### config.mk
export PLATFORM = sky130hd
export DESIGN_NAME = sd_wb_byte_bridge
export DESIGN_NICKNAME = d
export VERILOG_FILES = /design/src/rtl/sd_bus_pkg.sv /design/src/rtl/sd_wb_byte_bridge.sv
export SDC_FILE = /design/constraint.sdc
export NUM_CORES = 1
export LEC_CHECK = 0
export ABC_AREA = 1
export CAP_MARGIN = 30
export CORE_UTILIZATION = 49
export DETAILED_ROUTE_END_ITERATION = 8
export PLACE_DENSITY = 0.89
export SETUP_SLACK_MARGIN = 0.1
export SLEW_MARGIN = 20
export SYNTH_ARGS = -nofsm -noshare
export SYNTH_HDL_FRONTEND = slang
export SYNTH_SLANG_ARGS = --single-unit
### constraint.sdc
create_clock -name clk -period 2.4 [get_ports clk]
set_input_delay 0.48 -clock clk [delete_from_list [all_inputs] [get_ports clk]]
set_output_delay 0.48 -clock clk [all_outputs]
set_load 0.1 [all_outputs]
### src/rtl/sd_bus_pkg.sv
// Shared types and constants for the SD controller's Wishbone bus bridge.
package sd_bus_pkg;

  typedef enum logic [1:0] {
    IDLE = 2'd0,
    XFER = 2'd1,
    ACK  = 2'd2
  } bridge_state_t;

  localparam int         BYTES_PER_WORD = 4;
  // Highest lane goes first so byte 0 (cmd_start / ISR-clear) lands last.
  localparam logic [1:0] FIRST_IDX      = 2'(BYTES_PER_WORD - 1);

  // Extract byte lane idx from a 32-bit word.
  function automatic logic [7:0] byte_of(input logic [31:0] word, input logic [1:0] idx);
    return word[8*idx +: 8];
  endfunction

endpackage

### src/rtl/sd_wb_byte_bridge.sv
// Wishbone classic 32-bit slave serialising each bus cycle onto the
// controller's 8-bit register port, lanes 3,2,1,0, ack four cycles later.
// Optional feature: define SD_WB_SEL_EN to honour wb_sel_i on writes
// (unselected lanes keep their cycle but are not written).
module sd_wb_byte_bridge
  import sd_bus_pkg::*;
#(
  parameter int ADDR_W = 7
) (
  input  logic              clk,
  input  logic              rst,
  input  logic              wb_cyc_i,
  input  logic              wb_stb_i,
  input  logic              wb_we_i,
  input  logic [3:0]        wb_sel_i,
  input  logic [ADDR_W-1:0] wb_adr_i,
  input  logic [31:0]       wb_dat_i,
  output logic [31:0]       wb_dat_o,
  output logic              wb_ack_o,
  output logic              reg_we,
  output logic [ADDR_W-1:0] reg_addr,
  output logic [7:0]        reg_wdata,
  input  logic [7:0]        reg_rdata
);

  localparam int HI_W = ADDR_W - 2;

  bridge_state_t   state_q, state_d;
  logic [1:0]      idx_q, idx_d, nidx;
  logic [HI_W-1:0] adr_q, adr_d;
  logic            we_q, we_d;
  logic [3:0]      sel_q, sel_d, sel_in;
  logic [31:0]     dat_q, dat_d;
  logic            ack_d, reg_we_q, reg_we_d;
  logic [31:0]     dat_o_d;
  logic [ADDR_W-1:0] reg_addr_d;
  logic [7:0]      reg_wdata_d;
  logic            start;
  logic            unused_ok;

`ifdef SD_WB_SEL_EN
  assign sel_in = wb_sel_i;
`else
  assign sel_in = 4'hF;
`endif

  // Word-offset bits are not used; the lane index replaces them.
  assign unused_ok = ^{wb_sel_i, wb_adr_i[1:0]};

  assign start = wb_cyc_i & wb_stb_i & ~wb_ack_o;
  assign nidx  = idx_q - 2'd1;

  // The registered strobe is cut the moment the master drops the cycle, so an
  // abort in the byte-0 slot can never fire cmd_start.
  assign reg_we = reg_we_q & wb_cyc_i;

  // State register.
  always_ff @(posedge clk) begin
    // NOTE: sequential state uses non-blocking assignments so every flop
    // samples pre-edge values regardless of block ordering.
    if (rst) state_q <= IDLE;
    else     state_q <= state_d;
  end

  // Next-state logic: accept, walk four lanes (or abort), one ack cycle.
  always_comb begin
    // NOTE: assign a default before the case so no path leaves a latch.
    state_d = state_q;
    unique case (state_q)
      IDLE:    if (start) state_d = XFER;
      XFER: begin
        if (!wb_cyc_i)          state_d = IDLE;
        else if (idx_q == 2'd0) state_d = ACK;
      end
      ACK:     state_d = IDLE;
      default: state_d = IDLE;
    endcase
  end

  // Next values for the latched request, lane index and registered outputs.
  always_comb begin
    idx_d       = idx_q;
    adr_d       = adr_q;
    we_d        = we_q;
    sel_d       = sel_q;
    dat_d       = dat_q;
    ack_d       = 1'b0;
    dat_o_d     = wb_dat_o;
    reg_we_d    = 1'b0;
    reg_addr_d  = reg_addr;
    reg_wdata_d = reg_wdata;
    unique case (state_q)
      IDLE: begin
        if (start) begin
          adr_d       = wb_adr_i[ADDR_W-1:2];
          we_d        = wb_we_i;
          sel_d       = sel_in;
          dat_d       = wb_dat_i;
          idx_d       = FIRST_IDX;
          reg_addr_d  = {wb_adr_i[ADDR_W-1:2], FIRST_IDX};
          reg_wdata_d = byte_of(wb_dat_i, FIRST_IDX);
          reg_we_d    = wb_we_i & sel_in[FIRST_IDX];
        end
      end
      XFER: begin
        if (!wb_cyc_i) begin
          idx_d = FIRST_IDX;
        end else begin
          if (!we_q) dat_o_d[8*idx_q +: 8] = reg_rdata;
          if (idx_q == 2'd0) begin
            ack_d = 1'b1;
          end else begin
            idx_d       = nidx;
            reg_addr_d  = {adr_q, nidx};
            reg_wdata_d = byte_of(dat_q, nidx);
            reg_we_d    = we_q & sel_q[nidx];
          end
        end
      end
      default: ;
    endcase
  end

  // Datapath and output registers.
  always_ff @(posedge clk) begin
    if (rst) begin
      idx_q     <= FIRST_IDX;
      adr_q     <= '0;
      we_q      <= 1'b0;
      sel_q     <= '0;
      dat_q     <= '0;
      wb_ack_o  <= 1'b0;
      wb_dat_o  <= '0;
      reg_we_q  <= 1'b0;
      reg_addr  <= '0;
      reg_wdata <= '0;
    end else begin
      idx_q     <= idx_d;
      adr_q     <= adr_d;
      we_q      <= we_d;
      sel_q     <= sel_d;
      dat_q     <= dat_d;
      wb_ack_o  <= ack_d;
      wb_dat_o  <= dat_o_d;
      reg_we_q  <= reg_we_d;
      reg_addr  <= reg_addr_d;
      reg_wdata <= reg_wdata_d;
    end
  end

endmodule

==> impl_metrics.json, run 1 <==
{
  "dieArea_um2": 8730,
  "grt_usage_pct": 25.2,
  "vias": 4228,
  "rr_startpoint": "idx_q[1]",
  "post_cts_buffers": 0,
  "crit_type": "reg -> reg",
  "cts-resized-gates": 0,
  "clk-insertion-delay-late_ns": 0.36,
  "holdPathEnd": "wb_dat_o[7]",
  "area_growth_pct": 29.0,
  "drtIter0Drc": 154,
  "final_cell_mix": "160 x nand2_1, 142 x nor2_1, 92 x dfxtp_1, 61 x buf_4, 49 x clkdlybuf4s50_1",
  "die_x_um": 93.4,
  "die_y_um": 93.4,
  "reg2reg_depth": 7,
  "maxSlewViolCount": 0,
  "path_clk_slew_ns": 0.09,
  "routed_wl_um": 10400,
  "cts_inserted_buffers": 9,
  "whs_ns": 0.471,
  "syn-cell-area_um2": 4100,
  "num_io_pins": 105,
  "grt_pass1_vias": 3945,
  "numPortBuffers": 98,
  "max-vdd-ir-drop_uv": 430,
  "min_path_type": "reg -> reg",
  "synth_nets": 672,
  "worstPathRequired_ns": 2.64,
  "placementRows": 32,
  "maxCapViolations": 0,
  "fillers": 680,
  "viasPerCell": 5.25,
  "ys_seq_area_share_pct": 44.9,
  "clk_path_buf_depth": 2,
  "dr.pass1.iters": 5,
  "endpoint_kind": "flop",
  "drc": 0,
  "p_per_area_nw_per_um2": 698,
  "reg2reg_slack_ns": 0.30,
  "min_period_ns": 2.10,
  "grt_pass1_wl_um": 17300,
  "hold_buffers": 0,
  "fin_nets": 759,
  "power.leakage_uw": 0.00234,
  "wire_per_inst_um": 12.9,
  "worst-slew-pin-transition_ns": 0.494,
  "clock-sinks": 92,
  "grt_overflow_total": 0,
  "avgSynthCellArea_um2": 6.71,
  "fin_crit_sh_pct": 87.5,
  "start_util_pct": 52.0,
  "cts_tree": "done",
  "synthTopCellsByArea": "dfxtp_1 45%, nand2_1 15%, nor2_1 13%",
  "arrival_ns": 2.34,
  "num_antenna_cells": 0,
  "r2r-end": "wb_dat_o[26]",
  "gp_congestion": 0.838,
  "yosysTopAreaCell": "dfxtp_1",
  "seqCellArea_um2": 1840,
  "max_clock_freq_ghz": 0.476,
  "tns_ns": 0,
  "cts_htree_levels": 3,
  "final_common_cell": "nand2_1",
  "hold_viol": 0,
  "drive_gt1_share_pct": 12.4,
  "rsz0062_at_grt": "no",
  "ys_ff_latch": 92,
  "antenna_found_initial": 0,
  "min_path_cells": 2,
  "clock-skew-final_ns": 0.0142,
  "status": "completed",
  "grt_max_degree": 57,
  "critPathLaunchType": "flop",
  "slew_headroom_pct": 67.0,
  "postRouteAntennaNets": 0,
  "critPathMaxFanout": 11,
  "ys_types": 20,
  "synthCells": 611,
  "hpwl_um": 7620,
  "clock-root-buffer": "clkbuf_8",
  "setup_violations": 0,
  "netlist.area_leader.share_pct": 44.9,
  "min_from": "wb_dat_o[7]",
  "core_area_um2": 7890,
  "multiInputGateArea_um2": 1960,
  "yosysWarnings": 0
}
kinds of logic after synthesis:
family                     count (synthesis)  synth area share [%]
AOI/OAI and AO/OA                         81                  9.89
DFF                                       92                  44.9
buffers and inverters                     69                  7.18
and+or+nand+nor                          364                  36.5
adders and majority gates                  5                  1.53
layout make-up:
cell class	instances	share of cell area [%]
Multi-Input combinational cell	450	37.1
Sequential cell	92	34.8
Timing Repair Buffer	112	18.7
Tap cell	102	2.41
Clock buffer	9	2.34
Inverter	33	2.34
Clock inverter	7	2.27
synth_stat cells:
library cell  number
a21oi_1           44
buf_2             21
buf_4              2
clkbuf_1          12
clkbuf_2           1
clkinv_1           2
dfxtp_1           92
ha_1               5
inv_1             28
inv_2              3
nand2_1          160
nand2_2            2
nand3_1           32
nand3_2            2
nand4_1           23
nor2_1           142
nor2_4             1
nor4_1             2
o21ai_0           36
o21ai_1            1
where the power goes:
| group | internal [µW] | switching [µW] | total, µW |
|---|---|---|---|
| Combinational | 247 | 530 | 776 |
| Sequential | 1600 | 41.5 | 1640 |
| Clock | 698 | 572 | 1270 |
registers in the layout (all words and copies together) (netlist names):
register and count:
idx_q 2, reg_addr 7, reg_we_q 1, adr_q 5, sel_q 1, dat_q 32
reg_wdata 8, wb_ack_o 1, wb_dat_o 32, we_q 1, state_q 2
layer usage:
metal	vias up	track usage, %	routed length, µm
met5	-	0	0
met4	0	13.2	293
met3	25	3.74	563
met2	155	44.1	5270
met1	1929	29.6	4270
li1	2119	-	-
stage by stage:
step | utilization [%] | instance area [µm²] | cells | power [µW] | setup slack (ns)
finish | 67.0 | 5290 | 805 | 3690 | 0.299
global route | 67.0 | 5290 | 805 | 3850 | 0.142
CTS | 67.0 | 5290 | 805 | 3700 | 0.328
detailed placement | 63.9 | 5040 | 789 | 2450 | 0.228
global placement | 63.9 | 5040 | 789 | 2430 | 0.263
floorplan | - | 4100 | 611 | 2230 | 0.539
worst max path at each step:
stage / startpoint / end / slack, ns / depth (start not counted)
2_1_floorplan: idx_q[0] / reg_addr[2] / 0.54 / 9
3_3_place_gp: wb_cyc_i / wb_dat_o[19] / 0.26 / 8
3_5_place_dp: wb_cyc_i / wb_dat_o[17] / 0.23 / 7
4_1_cts: idx_q[1] / wb_dat_o[30] / 0.33 / 7
5_1_grt: idx_q[1] / wb_dat_o[28] / 0.14 / 7
6_report: idx_q[1] / wb_dat_o[26] / 0.30 / 7
critical path, cell delays in order (launching register included):
cell and delay [ns]:
dfxtp_1 0.40, inv_1 0.10, ha_1 0.52, clkinv_1 0.37
nand2_1 0.32, nor2_1 0.11, nand3_1 0.09, a21oi_1 0.06
Power figures use the tool's default switching activity.
==> run 2, diff against run 1 <==
Settings changed: CAP_MARGIN 30 to unset, REMOVE_ABC_BUFFERS set to 1.
==> run 2 against run 1 <==
- sequential share of layout area up 0.24 points
- utilization down 0.46 points
- clock-buffer cell count up 2
- non-clock buffer count up 1
- final cell count up 0.12%
- first-iteration DRC count up 56%
- routed wire length down 0.27%
- global-route usage down 0.60 points
- critical path depth up 1
- worst hold slack worse by 0.0028 ns
- total power down 7.9%
- critical path type unchanged
- largest cell class unchanged
==> impl_metrics.json, run 2 (same netlist as run 1, synthesis figures left out) <==
{
  "min_period_ns": 1.99,
  "viasPerCell": 5.24,
  "endpoint_kind": "flop",
  "clock-root-buffer": "clkbuf_8",
  "crit_type": "reg -> reg",
  "maxSlewViolCount": 0,
  "numPortBuffers": 98,
  "num_antenna_cells": 0,
  "maxCapViolations": 0,
  "final_cells": 806,
  "fin_nets": 760,
  "drtIter0Drc": 240,
  "placementRows": 32,
  "num_io_pins": 105,
  "gp_congestion": 0.873,
  "grt_pass1_vias": 3837,
  "grt_pass1_wl_um": 17100,
  "area_growth_pct": 28.2,
  "max-vdd-ir-drop_uv": 329,
  "cts_inserted_buffers": 9,
  "setup_violations": 0,
  "whs_ns": 0.468,
  "die_y_um": 93.4,
  "path_clk_slew_ns": 0.09,
  "dr.pass1.iters": 5,
  "fin_util_pct": 66.6,
  "fin_crit_sh_pct": 82.9,
  "p_per_area_nw_per_um2": 648,
  "drive_gt1_share_pct": 12.5,
  "status": "completed",
  "grt_usage_pct": 24.6,
  "reg2reg_depth": 8,
  "max_clock_freq_ghz": 0.502,
  "multiInputGateArea_um2": 1960,
  "arrival_ns": 2.23,
  "place_ws_ns": 0.283,
  "post_cts_buffers": 0,
  "critPathLaunchType": "flop",
  "wire_per_inst_um": 12.9,
  "worstPathRequired_ns": 2.64,
  "clock-sinks": 92,
  "start_util_pct": 52.0,
  "vias": 4222,
  "hpwl_um": 7370,
  "slew_headroom_pct": 69.3,
  "power.leakage_uw": 0.00231,
  "cts_htree_levels": 3,
  "cts-resized-gates": 0,
  "dieArea_um2": 8730,
  "critPathMaxFanout": 11,
  "fillers": 651,
  "postRouteAntennaNets": 0,
  "min_path_type": "reg -> reg",
  "clk-insertion-delay-late_ns": 0.36,
  "grt_overflow_total": 0,
  "final_cell_mix": "160 x nand2_1, 142 x nor2_1, 92 x dfxtp_1, 61 x buf_4, 49 x clkdlybuf4s50_1",
  "cts_tree": "done",
  "drc": 0,
  "antenna_found_initial": 0,
  "place_inst": 790,
  "core_area_um2": 7890,
  "worst-slew-pin-transition_ns": 0.458,
  "hold_viol": 0,
  "grt_max_degree": 49,
  "slowest_delay_ns": 0.39,
  "clock-skew-final_ns": 0.00871,
  "seqCellArea_um2": 1840,
  "min_path_cells": 2,
  "routed_wl_um": 10400,
  "die_x_um": 93.4,
  "crit_chain": "inv_1 > ha_1 > buf_4 > clkinv_1 > nand2_1 > nor2_1 > nand3_1 > a21oi_1",
  "largestRegisters": "dat_q x32, wb_dat_o x32, reg_wdata x8",
  "rsz0062_at_grt": "no",
  "setup_slack_ns": 0.410,
  "slowest_stage": "dfxtp_1",
  "clk_path_buf_depth": 2,
  "final_common_cell": "nand2_1",
  "hold_buffers": 0
}
-- run 2: per-layer routing --
metal  GRT usage [%]  routed length [µm]
met1            29.9                4380
met2            43.5                5030
met3            4.96                 788
met4            7.18                 171
met5               0                   0
-- run 2: critical path: cells and delay by family, from the launching register on --
kind / cells / cell delay [ns]
compound gates: 1 / 0.06
buf+inv: 3 / 0.62
simple gates: 3 / 0.51
flops: 1 / 0.39
fa+ha+maj: 1 / 0.28
-- run 2: final timing paths --
kind / start / end / slack (ns)
max: idx_q[1] / wb_dat_o[28] / 0.41
min reg2reg: wb_dat_o[11] / wb_dat_o[11] / 0.47
max reg2reg: idx_q[1] / wb_dat_o[28] / 0.41
min: wb_dat_o[11] / wb_dat_o[11] / 0.47
-- run 2: metrics by stage --
stage	setup TNS (ns)	total power [µW]	cell area, µm²
floorplan	-7.36	2190	3930
global placement	0	2440	5060
detailed placement	0	2460	5060
CTS	0	3420	5250
global route	0	3570	5250
finish	0	3400	5250
-- run 2: where the power goes --
group | internal, µW | total [µW] | switching, µW
clock | 433 | 966 | 533
combinational | 251 | 788 | 536
sequential | 1600 | 1650 | 44.6
total | 2290 | 3400 | 1110
-- run 2: final cells by class --
cell class	instances	share of cell area (%)
multi-input combinational	450	37.4
sequential	92	35.1
timing repair buffer	113	19.2
clock buffer	11	2.88
tap	102	2.43
inverter	33	2.36
clock inverter	5	0.691
==> run 3, diff against run 2 <==
Clock period 2.4 ns to 2 ns, I/O delays scaled along.
==> run 3 against run 2 <==
- routed wire length is 3.0% higher
- sequential power up 20%
- global-route usage increased by 1.5 points
- first-iteration DRC count fell by 6.7%
- utilization grew 1.2 points
- register-to-register slack worse by 0.12 ns
- die area stayed put
- clock power is 61% higher
- flip-flop and latch count is the same
- critical path depth decreased by 3
- final area up 1.9%
- combinational power increased by 21%
- critical endpoint is now reg_we
- largest cell class unchanged
==> impl_metrics.json, run 3 (same netlist as run 1, synthesis figures left out) <==
{
  "fin_crit_sh_pct": 89.5,
  "postRouteAntennaNets": 0,
  "path_clk_slew_ns": 0.09,
  "endpoint": "reg_we",
  "cts_htree_levels": 3,
  "clk-insertion-delay-late_ns": 0.36,
  "rr_startpoint": "idx_q[0]",
  "drc": 0,
  "vias": 4282,
  "num_io_pins": 105,
  "crit_path_start": "wb_cyc_i",
  "dr.pass1.iters": 5,
  "final_cell_mix": "160 x nand2_1, 141 x nor2_1, 91 x dfxtp_1, 64 x buf_4, 49 x clkdlybuf4s50_1",
  "min_period_ns": 1.79,
  "slowest_delay_ns": 0.53,
  "wire_per_inst_um": 13.2,
  "area_growth_pct": 30.5,
  "clock-sinks": 92,
  "maxSlewViolCount": 0,
  "worst-path-buf-inv": 4,
  "power.leakage_uw": 0.00237,
  "hold_viol": 0,
  "die_y_um": 93.4,
  "viasPerCell": 5.29,
  "slew_headroom_pct": 71.1,
  "arrival_ns": 1.39,
  "reg2reg_slack_ns": 0.29,
  "drtIter0Drc": 224,
  "hpwl_um": 7480,
  "path_delay_family": "buffers and inverters",
  "grt_overflow_total": 0,
  "critPathMaxFanout": 4,
  "maxCapViolations": 0,
  "fillers": 661,
  "num_antenna_cells": 0,
  "grt_pass1_wl_um": 18100,
  "fin_area_um2": 5350,
  "placementRows": 32,
  "setup_slack_ns": 0.211,
  "start_util_pct": 52.0,
  "fin_util_pct": 67.8,
  "post_cts_buffers": 0,
  "routed_wl_um": 10700,
  "multiInputGateArea_um2": 1960,
  "reg2reg_depth": 7,
  "crit_type": "in -> out",
  "gp_congestion": 0.887,
  "max-vdd-ir-drop_uv": 520,
  "clock-root-buffer": "clkbuf_8",
  "setup_violations": 0,
  "largestRegisters": "dat_q x32, wb_dat_o x32, reg_wdata x8",
  "whs_ns": 0.470,
  "drive_gt1_share_pct": 13.4,
  "die_x_um": 93.4,
  "core_area_um2": 7890,
  "worst-slew-pin-transition_ns": 0.432,
  "dpl_cell_area_um2": 5090,
  "grt_usage_pct": 26.1,
  "cts_inserted_buffers": 9,
  "min_path_type": "reg -> reg",
  "worstPathRequired_ns": 1.60,
  "p_per_area_nw_per_um2": 840,
  "cp.depth": 5,
  "place_ws_ns": 0.151,
  "rsz0062_at_grt": "no",
  "grt_pass1_vias": 4058,
  "cts_tree": "done",
  "crit_chain": "clkdlybuf4s50_1 > buf_4 > nand2_1 > inv_1 > buf_12",
  "r2r-end": "wb_dat_o[28]",
  "clk_path_buf_depth": 2,
  "grt_max_degree": 49,
  "numPortBuffers": 98,
  "clock-skew-final_ns": 0.00828,
  "fin_nets": 763,
  "antenna_found_initial": 0,
  "seqCellArea_um2": 1840,
  "status": "completed",
  "critPathLaunchType": "input pin",
  "slowest_stage": "clkdlybuf4s50_1",
  "dieArea_um2": 8730,
  "endpoint_kind": "primary output",
  "max_clock_freq_ghz": 0.559,
  "final_common_cell": "nand2_1"
}
==> run 3: area by class of cell <==
cell class                 count  area share, %
clock inverter                 5           2.01
tap                          102           2.39
timing repair buffer         116           19.3
multi-input combinational    450           36.7
clock buffer                  11           2.83
sequential                    92           34.5
inverter                      33           2.32
==> run 3: routing by layer <==
| layer | vias to the layer above | global-route usage (%) | wire length (µm) |
|---|---|---|---|
| met3 | 20 | 5.69 | 865 |
| met5 | - | 0 | 0 |
| li1 | 2123 | - | - |
| met4 | 0 | 8.72 | 163 |
| met2 | 176 | 45.4 | 5370 |
| met1 | 1963 | 31.7 | 4290 |
==> run 3: repair_timing <==
item	4_1_cts	5_1_grt
endpoints found under the setup margin	0	13
hold buffers	0	0
hold endpoints to repair	0	0
resized for setup	0	4
==> run 3: through the flow <==
step | cells | power, µW | setup TNS [ns]
CTS | 809 | 4500 | 0
finish | 809 | 4490 | 0
detailed placement | 793 | 2960 | 0
floorplan | 575 | 2630 | -40.68
global route | 809 | 4690 | 0
global placement | 793 | 2930 | 0
==> run 3: worst reg2reg max path, delay by kind of cell, from the launching register on <==
family / cells / cell delay (ns)
simple gates: 3 / 0.49
fa+ha+maj: 1 / 0.31
flops: 1 / 0.35
compound gates: 1 / 0.07
buf+inv: 2 / 0.38
==> run 3: power by group <==
group	internal [µW]	total, µW	switching [µW]
sequential	1920	1980	53.1
combinational	308	956	647
clock	903	1560	655
total	3140	4490	1360
==> run 3: worst min path at each step <==
stage	slack, ns	end	cells after the start	start
2_1_floorplan	0.44	sel_q[0]	2	sel_q[0]
3_3_place_gp	0.45	sel_q[0]	2	sel_q[0]
3_5_place_dp	0.46	wb_dat_o[7]	2	wb_dat_o[7]
4_1_cts	0.47	wb_dat_o[30]	2	wb_dat_o[30]
5_1_grt	0.48	wb_dat_o[15]	2	wb_dat_o[15]
6_report	0.47	wb_dat_o[7]	2	wb_dat_o[7]
